==> config.mk <==
export PLATFORM = sky130hd
export DESIGN_NAME = alignment_writer
export DESIGN_NICKNAME = d
export VERILOG_FILES = /design/src/rtl/design_variables.sv /design/src/rtl/align_lifo.sv /design/src/rtl/alignment_writer.sv
export SDC_FILE = /design/constraint.sdc
export NUM_CORES = 1
export LEC_CHECK = 0
export CORE_ASPECT_RATIO = 1.75
export CORE_UTILIZATION = 40
export CTS_CLUSTER_SIZE = 24
export DETAILED_ROUTE_END_ITERATION = 16
export SYNTH_ARGS = -nofsm -noshare
export SYNTH_HDL_FRONTEND = slang
export SYNTH_SLANG_ARGS = --single-unit
==> constraint.sdc <==
create_clock -name clk -period 5.1 [get_ports clk]
set_input_delay 1.02 -clock clk [delete_from_list [all_inputs] [get_ports clk]]
set_output_delay 1.02 -clock clk [all_outputs]
set_load 0.02 [all_outputs]
==> src/rtl/design_variables.sv <==
// Shared constants and types for the alignment datapath.
package design_variables;
  localparam int SEQ_LENGTH   = 32;
  localparam int LETTER_WIDTH = 2;
  localparam int GAP_BIT      = LETTER_WIDTH;
  localparam int ALIGN_DEPTH  = 2 * SEQ_LENGTH;
  localparam int ALIGN_LEN_W  = $clog2(ALIGN_DEPTH + 1);

  typedef struct packed {
    logic [LETTER_WIDTH:0] query_sym;
    logic [LETTER_WIDTH:0] database_sym;
  } align_pair_t;
endpackage

==> src/rtl/align_lifo.sv <==
// Register stack holding symbol pairs; top_data reads stack[sp-1] combinationally.
module align_lifo #(
  parameter int DEPTH = 64,
  parameter int W     = 6,
  parameter int LEN_W = $clog2(DEPTH + 1)
) (
  input  logic             clk,
  input  logic             rst_n,
  input  logic             push,
  input  logic [W-1:0]     push_data,
  input  logic             pop,
  output logic [W-1:0]     top_data,
  output logic [LEN_W-1:0] sp,
  output logic             full,
  output logic             empty
);
  localparam int IDX_W = (DEPTH > 1) ? $clog2(DEPTH) : 1;

  logic [W-1:0]     stack [DEPTH];
  logic [LEN_W-1:0] sp_q;
  logic             do_push, do_pop;

  assign full    = (sp_q == LEN_W'(DEPTH));
  assign empty   = (sp_q == '0);
  assign do_push = push && !full;
  assign do_pop  = pop && !empty && !push;
  assign sp      = sp_q;

  always_ff @(posedge clk or negedge rst_n) begin
    if (!rst_n)       sp_q <= '0;
    else if (do_push) sp_q <= sp_q + LEN_W'(1);
    else if (do_pop)  sp_q <= sp_q - LEN_W'(1);
  end

  // Storage is intentionally unreset; sp alone defines what is valid.
  always_ff @(posedge clk) begin
    if (do_push) stack[IDX_W'(sp_q)] <= push_data;
  end

  assign top_data = empty ? '0 : stack[IDX_W'(sp_q - LEN_W'(1))];
endmodule

==> src/rtl/alignment_writer.sv <==
// Collects traceback pairs (end-to-start) on a stack and replays them start-first.
module alignment_writer
  import design_variables::*;
#(
  parameter int ALIGN_DEPTH = 2 * SEQ_LENGTH,
  parameter int SYM_W       = LETTER_WIDTH + 1,
  parameter int LEN_W       = $clog2(ALIGN_DEPTH + 1)
) (
  input  logic             clk,
  input  logic             rst_n,
  input  logic             tb_valid,
  input  logic [SYM_W-1:0] tb_query_sym,
  input  logic [SYM_W-1:0] tb_database_sym,
  input  logic             tb_last,
  input  logic             out_ready,
  output logic             out_valid,
  output logic [SYM_W-1:0] out_query_sym,
  output logic [SYM_W-1:0] out_database_sym,
  output logic             out_last,
  output logic [LEN_W-1:0] align_len,
  output logic             busy,
  output logic             error
);
  typedef enum logic [1:0] {IDLE, COLLECT, DRAIN} state_t;

  state_t             state_q, state_d;
  logic               err_q, err_d;
  logic [LEN_W-1:0]   len_q, len_d;
  logic               push, pop;
  logic [LEN_W-1:0]   sp;
  logic               full, empty;
  logic [2*SYM_W-1:0] top_pair;

  align_lifo #(.DEPTH(ALIGN_DEPTH), .W(2*SYM_W), .LEN_W(LEN_W)) u_lifo (
    .clk       (clk),
    .rst_n     (rst_n),
    .push      (push),
    .push_data ({tb_query_sym, tb_database_sym}),
    .pop       (pop),
    .top_data  (top_pair),
    .sp        (sp),
    .full      (full),
    .empty     (empty)
  );

  always_ff @(posedge clk or negedge rst_n) begin
    if (!rst_n) begin
      state_q <= IDLE;
      err_q   <= 1'b0;
      len_q   <= '0;
    end else begin
      state_q <= state_d;
      err_q   <= err_d;
      len_q   <= len_d;
    end
  end

  always_comb begin
    state_d = state_q;
    err_d   = err_q;
    len_d   = len_q;
    push    = 1'b0;
    pop     = 1'b0;
    case (state_q)
      IDLE: begin
        if (tb_valid) begin
          push  = 1'b1;
          err_d = 1'b0;
          if (tb_last) begin
            state_d = DRAIN;
            len_d   = LEN_W'(1);
          end else begin
            state_d = COLLECT;
          end
        end
      end
      COLLECT: begin
        if (tb_valid) begin
          // A push at full is dropped but tb_last still ends the collection.
          if (full) err_d = 1'b1;
          else      push  = 1'b1;
          if (tb_last) begin
            state_d = DRAIN;
            len_d   = full ? sp : sp + LEN_W'(1);
          end
        end
      end
      DRAIN: begin
        if (tb_valid) err_d = 1'b1;
        if (out_ready && !empty) begin
          pop = 1'b1;
          if (sp == LEN_W'(1)) state_d = IDLE;
        end
      end
      default: state_d = IDLE;
    endcase
  end

  assign out_valid        = (state_q == DRAIN);
  assign out_last         = out_valid && (sp == LEN_W'(1));
  assign out_query_sym    = out_valid ? top_pair[2*SYM_W-1:SYM_W] : '0;
  assign out_database_sym = out_valid ? top_pair[SYM_W-1:0] : '0;
  assign align_len        = len_q;
  assign busy             = (state_q != IDLE);
  assign error            = err_q;
endmodule

==> metrics <==
Detailed Route Iter0 Violations 573; Num CTS Buffers 35; CTS max path bufs 3; wirelength, routed 37120 um; # IOs 28; maximum VDD drop 316.7 uV; drt via density ~5.4; Syn-to-layout area delta 12.61%; Die Area 41660 sq um; CP Cell Sequence clkinv_1, ha_4, buf_4, mux4_2, mux2i_1, mux2i_1, a32oi_1, o41ai_1, clkdlybuf4s50_1; Synth Register Bits 401; final-report hold violation count 0; largest net degree at the start of global routing 65; Final WS setup about 180 ps; Synth Cell Area 16330 sq um; initial antenna violation count 0; GRT Util Overall 18.32%; gpl congestion around 0.8; number of synthesized flops with an enable pin 384; Final Max Slew Viols 0; site row count a little under 100; most common cell after layout, fill and taps aside edfxtp_1; n_diodes 0; post-synthesis sequential area ratio 73.23%; Final ANT Viol Nets 0; drt pass-1 iters 5; Synth Warn # 0; WP data arrival 3900 ps; gr ovfl total 0; root buf cell clkbuf_16; routed vias ~8200; Synth Flop Type edfxtp_1; post-route DRC violation count 0; Fin Setup TNS 0 ps; layout cells sized above 1 18.75%; Initial Util 40.64%; Worst path most repeated cell mux2i_1; Unique masters post-synth 53; HPWL Detailed 24290 um; Critical Path Source Type flip-flop; Fmax achieved between 0.2 and 0.25 GHz; Worst Setup End Kind output port; CP max-delay cell dfrtp_4; Critical Path RT 4080 ps; Port-buffer cells 27; final net count 970; Clock Skew 13.95 ps; maxcap violations 0; kind of critical path reg2out; clock-pin slew on the worst setup and hold paths 70 ps; leakage 5.819 nW; Hold Crit Class reg2reg; # clock sinks ~400; H-tree levels 2; Hold Crit Start align_len[2]; WL/cell 24.42 um; Slew @ Worst Pin 1117 ps; Slew headroom 25.57%; min Tclk post-route 4921 ps; RSZ-0062 raised after global routing false; Hold Slack 498.8 ps; most frequent cells in the layout edfxtp_1 (384), nand2_1 (100), mux4_2 (76), nor2_1 (75), nand3_1 (48); first-pass GRT wire length 55270 um; syn nets about 900; Clock Latency Late Sink 530 ps; post-synthesis async set-or-reset flop share under 10%; CP peak stage delay 580 ps; Placement Setup Slack 501.1 ps; Std-Cell Core Area 40170 sq um; final setup fails 0; Post-Synthesis Mean Instance Area ~18 sq um; CP Launch Point u_lifo.sp[0]; RR Startpoint u_lifo.sp[0]; vias in the first global route 8862; Die Ht about 270 um; CTS tree built; Die Wd 154.7 um; critical-path maximum fanout 23; final worst path period share 96.50%; cells after synthesis 909; status complete, no violations; number of gates resized after cts 0; Pwr per Cell Area 598.1 nW/um^2
through the flow:
step           instance area, sq um  power [mW]  util, %  cells
2_1_floorplan                 16330       7.017        -    909
3_3_place_gp                  17230       8.370    42.89   1457
3_5_place_dp                  17230       8.394    42.89   1457
4_1_cts                       18390       11.13    45.77   1520
5_1_grt                       18390       11.49    45.77   1520
6_report                      18390       11.00    45.77   1520
Yosys cell counts, types with 8 or more instances:
master	number	area (sq um)
edfxtp_1	384	11530
nand2_1	100	375.4
mux4_2	76	1712
nor2_1	75	281.5
nand3_1	48	240.2
mux2i_1	21	210.2
clkbuf_1	18	67.56
dfrtp_1	17	425.4
buf_2	15	75.07
a21oi_1	11	55.05
and2_1	11	68.82
a211oi_1	10	75.07
o21ai_0	10	50.05
xnor2_1	9	78.83
mux2_2	8	90.09
mux4_1	8	210.2
cells by family (layout without fill, tap and decap cells):
logic type                 count (synthesis)  in the layout  share of synthesized area [%]
adders and majority gates                  6              6                         0.4598
DFF                                      401            401                          73.23
xor gates and xnor gates                  14             14                         0.8660
AOI/OAI and AO/OA                         65             65                          3.042
and+or+nand+nor                          255            255                          6.943
buffers and inverters                     55            122                          1.847
muxes                                    113            113                          13.61
worst paths after layout:
check	end	slack, ps	cells past startpoint
hold / removal	align_len[2]	500	2
setup / recovery	out_query_sym[2]	180	9
hold reg to reg	align_len[2]	500	2
max in group asynchronous	u_lifo.sp[0]	3510	1
setup reg to reg	u_lifo.stack[9][0]	1460	7
min in group asynchronous	u_lifo.sp[2]	980	1
routing by layer:
layer | up-vias | GRT usage [%] | part of all wire (%)
li1 | 3676 | - | -
met1 | 4225 | 19.32 | 35
met2 | 232 | 34.62 | 56
met3 | 92 | 2.122 | 3.7
met4 | 0 | 10.55 | 5.6
met5 | - | 0 | 0
area by class of cell:
class                      count  area (sq um)
inverter                       7         26.28
tap                          544         680.7
clock inverter                21         219.0
multi-input combinational    453          4096
clock buffer                  39         890.9
fill                        3373         21790
sequential                   401         11960
timing repair buffer          55         513.0
flip-flops by register name, summed over array words and instances, names as in the netlist:
signal / cells
align_len: 7
u_lifo.stack: 384
state_q: 2
u_lifo.sp: 7
error: 1
power breakdown:
part | internal, mW | total [mW] | switching [mW]
sequential | 3.73 | 3.86 | 0.127
clock | 1.47 | 2.63 | 1.16
combinational | 1.95 | 4.52 | 2.56
critical path, delay by kind of cell, from the launching register on:
| kind | cells | cell delay (ps) |
|---|---|---|
| AO/OA/AOI/OAI | 2 | 500 |
| adder cells (fa/ha/maj) | 1 | 540 |
| buffers and inverters | 3 | 1030 |
| flip-flops | 1 | 580 |
| multiplexers | 3 | 740 |
timing repair:
action	CTS	global route
endpoints found under the setup margin	5	0
setup buffers	2	0
hold buffers	0	0
(Power assumes the default switching activity.)
==> edit 1, RTL diff (same settings) <==
Register the output `error` once more, with the module's reset; this adds one clock of latency there. The other outputs are not delayed to match.
--- a/src/rtl/alignment_writer.sv
+++ b/src/rtl/alignment_writer.sv
@@ -104,3 +104,9 @@
   assign busy             = (state_q != IDLE);
-  assign error            = err_q;
+  always_ff @(posedge clk or negedge rst_n) begin
+    if (!rst_n) begin
+      error <= '0;
+    end else begin
+      error <= err_q;
+    end
+  end
 endmodule
Formal check against the unedited RTL: not equivalent (Yosys sat finds a counterexample within 4 cycles, from zero or initial values and one cycle with rst_n low).
==> edit 1 against the original RTL <==
Power grew 0.73%. Wire length shrank 3.8%. Worst setup slack improved by 0.0095 ns. Design area is 0.18% higher. Clock skew grew 0.0011 ns. Critical path depth shrank 1. First-iteration DRC count down 0.17%. Via count decreased by 0.28%. Synthesized area decreased by 0.11%. Sequential cell count grew 1.
==> edit 1: results (changes against the original RTL) <==
[synth]
syn_nets = 927  ; +0.11%
ys_top_cells_by_count = 384 x edfxtp_1, 99 x nand2_1, 77 x mux4_2
postSynth.asyncResetShare_pct = 4.478  ; +0.24 points
yosys-top-cells-area = edfxtp_1 71%, mux4_2 11%, dfrtp_1 2.8%, nand2_1 2.3%, nor2_1 1.7%
synth_xor_area_share_pct = 0.8669  ; +0.00093 points
seq_area_frac_synth_pct = 73.46  ; +0.23 points
synth-adder-area-share_pct = 0.4603  ; +0.00049 points
avgSynthCellArea_um2 = 17.92  ; -0.22%
synth_compound_area_share_pct = 3.023  ; -0.020 points
synth_cell_type_count = 53  ; unchanged
synthMuxAreaShare_pct = 13.60  ; about the same

[global_routing]
antenna_found_initial = 0  ; unchanged
grt_usage_pct = 17.59  ; -0.73 points
grt_pass1_wl_um = 53940  ; -2.4%
grt_pass1_vias = 8675  ; -2.1%

[setup_path]
max_stage_delay_ns = 0.61  ; +0.03 ns
worstReg2RegStart = u_lifo.sp[1]$_DFFE_PN0P_
timing.rr.end = u_lifo.stack[44][3]$_DFFE_PP_
slowest_stage = ha_4
reg2reg_slack_ns = 1.31  ; -0.15 ns
critPathMaxFanout = 20  ; -13%

[pwr]
peakVddDrop_mv = 0.3722  ; +18%
p_leak_nw = 5.846  ; +0.46%
power_density_nw_per_um2 = 601.3  ; +0.55%

[run_status]
outcome = completed

[timing]
finClkSkew_ns = 0.01502  ; +0.001069 ns
hold_ws_ns = 0.3876  ; -0.1111 ns
max_slew_margin_pct = 15.84  ; -9.7 points

[place]
finalWeightedCongestion = 0.9101  ; +12%
place_ws_ns = 0.6420  ; +0.1408 ns
hpwl_um = 23040  ; -5.1%

[route]
drtIter0Drc = 572  ; -0.17%
viasPerCell = 5.396  ; -0.28%
finalWirelength_um = 35730  ; -3.8%

[finish]
layout-drive-gt1-share_pct = 18.65  ; -0.10 points
final_nets = 969  ; -0.10%
fillers = 3422  ; +1.5%

[hold_path]
min_to = error$_DFF_PN0_
min_path_cells = 0  ; -2
worstHoldStart = err_q$_DFFE_PN0P_

[clock_tree]
clkTransAtPathRegs_ns = 0.07  ; about the same

## edit 1: cell count changes after synthesis, moves of 2 or more
cell and delta:
a211oi_1 +2, a211oi_2 -2, buf_6 -3, clkbuf_1 +2, inv_1 +2
## edit 1: worst max path at each step
stage | start | slack, ns | endpoint | cells past startpoint
2_1_floorplan | u_lifo.sp[0]$_DFFE_PN0P_ | 0.89 | out_database_sym[0] | 12
3_3_place_gp | u_lifo.sp[1]$_DFFE_PN0P_ | 0.70 | out_database_sym[1] | 9
3_5_place_dp | u_lifo.sp[1]$_DFFE_PN0P_ | 0.64 | out_query_sym[2] | 8
4_1_cts | u_lifo.sp[1]$_DFFE_PN0P_ | 0.07 | out_query_sym[2] | 8
5_1_grt | u_lifo.sp[0]$_DFFE_PN0P_ | 0.08 | out_query_sym[2] | 7
6_report | u_lifo.sp[1]$_DFFE_PN0P_ | 0.19 | out_query_sym[2] | 8
## edit 1: report_power, final
part	internal [W]	total (W)	leakage (nW)	switching, W
logic	0.00185	0.00449	1.61	0.00263
registers	0.00374	0.00385	3.68	0.000108
clock network	0.00158	0.00274	0.557	0.00116
## edit 1: final cells by class
| cell class | instances | area share (%) |
|---|---|---|
| clock buffers | 41 | 4.877 |
| clock inverters | 20 | 1.481 |
| multi-input cells | 452 | 22.17 |
| inverters | 9 | 0.1834 |
| well taps | 544 | 3.695 |
| repair buffers | 52 | 2.527 |
| flip-flops and latches | 402 | 65.07 |
## edit 1: layer usage
layer  global-route usage [%]  vias up  share of wire (%)
li1                         -     3679                  -
met1                    19.62     4198                 36
met2                    31.58      233                 54
met3                    2.154       92                3.9
met4                    11.02        0                6.3
met5                        0        -                  0
## edit 1: repair_timing
action | 4_1_cts | 5_1_grt
endpoints found under the setup margin | 0 | 3
buffers inserted | 0 | 1
resized for setup | 0 | 0
==> edit 2, RTL diff (same settings) <==
Without the edit above. Change the package constant `LETTER_WIDTH` from 2 to 3.
--- a/src/rtl/design_variables.sv
+++ b/src/rtl/design_variables.sv
@@ -3,3 +3,3 @@
   localparam int SEQ_LENGTH   = 32;
-  localparam int LETTER_WIDTH = 2;
+  localparam int LETTER_WIDTH = 3;
   localparam int GAP_BIT      = LETTER_WIDTH;
Ports: changed (resized out_database_sym, out_query_sym, tb_database_sym and tb_query_sym); port bits go from 28 to 32. No check against the original RTL was run, so the function may have changed too.
==> edit 2 against the original RTL <==
Power increased by 33%. Via count rose by 34%. Sequential power up 29%. Sequential cell count grew 128. Global-route usage up 1.4 points. Worst setup slack got worse by 0.083 ns. Worst hold slack better by 0.0051 ns. Synthesized area grew 29%. Final cell count rose by 31%. Wire length grew 41%. Design area rose by 32%. Critical endpoint unchanged. Largest cell class unchanged.
==> edit 2: results (changes against the original RTL) <==
[global_routing]
antenna_found_initial = 0  ; unchanged
grt_usage_pct = 19.77  ; +1.4 points
grt_pass1_wl_um = 76670  ; +39%
grt_pass1_vias = 11520  ; +30%
grt_max_degree = 65  ; unchanged

[finish]
largest-register = u_lifo.stack
antenna_cells = 0  ; unchanged
largest_register_ff_count = 512  ; +33%
layout-drive-gt1-share_pct = 19.02  ; +0.27 points
fillers = 4520  ; +34%
final_nets = 1296  ; +34%
finalNonFillerCells = 1987  ; +31%

[place]
placed_cells = 1902  ; +31%
finalWeightedCongestion = 0.8717  ; +7.2%
place_ws_ns = 0.2018  ; -0.2994 ns
port_buffers = 31  ; +15%
hpwl_um = 34030  ; +40%

[timing]
setup_viol = 0  ; unchanged
worst_slew_pin_slew_ns = 1.246  ; +0.1292 ns
finClkSkew_ns = 0.02517  ; +0.01121 ns

[synth]
ys_top_cells_by_count = 512 x edfxtp_1, 124 x mux2i_1, 83 x nor2_1
avgSynthCellArea_um2 = 18.01  ; +0.28%
ys.flop_type = edfxtp_1
synth_cell_type_count = 54  ; +1.9%
synth_enable_flop_cells = 512  ; +33%
seq_area_frac_synth_pct = 74.85  ; +1.6 points
yosys_warnings = 0  ; unchanged
yosys-top-cells-area = edfxtp_1 73%, mux4_2 7.7%, mux2i_1 5.9%, dfrtp_1 2.0%, o22ai_1 2.0%
postSynth.asyncResetShare_pct = 3.214  ; -1.0 points
syn_nets = 1191  ; +29%

[clock_tree]
cts_max_level = 2  ; unchanged
clkLatencyLatePin_ns = 0.58  ; +0.05 ns
root_buffer = clkbuf_16
cts_buffers = 44  ; +26%
cts.path.max_buffers = 3  ; unchanged
clkTransAtPathRegs_ns = 0.07  ; about the same

[setup_path]
crit_path_start = u_lifo.sp[0]$_DFFE_PN0P_
slowest_stage = clkdlybuf4s50_1
worstReg2RegStart = u_lifo.sp[1]$_DFFE_PN0P_
cp.arrival_ns = 3.98  ; +0.08 ns
max_stage_delay_ns = 0.54  ; -0.04 ns
path_delay_family = buffers and inverters
critPathMaxFanout = 16  ; -30%

[hold_path]
worstHoldStart = align_len[6]$_DFFE_PN0P_
hold_path_class = register to register

[pwr]
p_leak_nw = 7.998  ; +37%
peakVddDrop_mv = 0.3761  ; +19%

[route]
drtIter0Drc = 779  ; +36%
vias = 11050  ; +34%
finalWirelength_um = 52200  ; +41%
drc_errors = 0  ; unchanged
dr.pass1.iters = 5  ; unchanged

[run_status]
outcome = completed

-- edit 2: routing by layer --
metal	up-vias	wire length [µm]	track usage (%)
met5	-	0	0
li1	4895	-	-
met4	0	2038	8.271
met3	83	1808	1.997
met2	316	29520	37.98
met1	5760	18830	21.74
-- edit 2: path summary, 6_finish.rpt --
kind / endpoint / slack [ns] / cells after the start
setup / recovery: out_query_sym[2] / 0.1 / 12
min in group asynchronous: error$_DFFE_PN0P_ / 0.95 / 1
hold / removal: align_len[6]$_DFFE_PN0P_ / 0.50 / 2
max in group asynchronous: u_lifo.sp[0]$_DFFE_PN0P_ / 3.51 / 1
hold reg to reg: align_len[6]$_DFFE_PN0P_ / 0.50 / 2
setup reg to reg: u_lifo.stack[3][6]$_DFFE_PP_ / 1.82 / 8
-- edit 2: cell type report --
class                   instances  area [µm²]  area share, %
clock buffers                  57        1150          4.755
clock inverters                21       181.4         0.7502
inverters                      10       37.54         0.1552
multi-input cells             571        5074          20.98
flip-flops and latches        529       15810          65.35
well taps                     678       848.3          3.508
repair buffers                121        1089          4.501
-- edit 2: where the power goes --
part	switching (W)	total, W	internal [W]
sequential	0.0000843	0.00498	0.00490
clock	0.00151	0.00322	0.00171
combinational	0.00368	0.00644	0.00276
total	0.00527	0.0146	0.00937
-- edit 2: repair_timing --
item	in CTS	in global routing
buffers inserted	2	3
endpoints found under the setup margin	7	8
pin swaps	2	1
gates cloned	2	0
resized for setup	13	8
hold buffers	0	0
-- edit 2: cell families (layout without fill, tap and decap cells) --
logic type      after synthesis  after routing  share of synthesized area [%]
flops                       529            529                          74.85
simple gates                227            227                          4.902
mux                         198            198                          13.67
compound gates              125            125                          3.977
buf+inv                      72            209                          1.594
xor+xnor                     15             15                         0.6579
fa+ha+maj                     6              6                         0.3556
-- edit 2: through the flow --
step / util (%) / area [µm²] / total power (W)
6_report: 46.31 / 24180 / 0.01464
5_1_grt: 46.31 / 24180 / 0.01516
4_1_cts: 46.21 / 24130 / 0.01472
3_5_place_dp: 43.35 / 22640 / 0.01125
3_3_place_gp: 43.35 / 22640 / 0.01124
2_1_floorplan: - / 21110 / 0.008950
-- edit 2: tightest hold or removal path, cell delays in order (launching register included) --
cell     delay, ns
dfrtp_1       0.36
nand2_1       0.05
o21ai_0       0.06
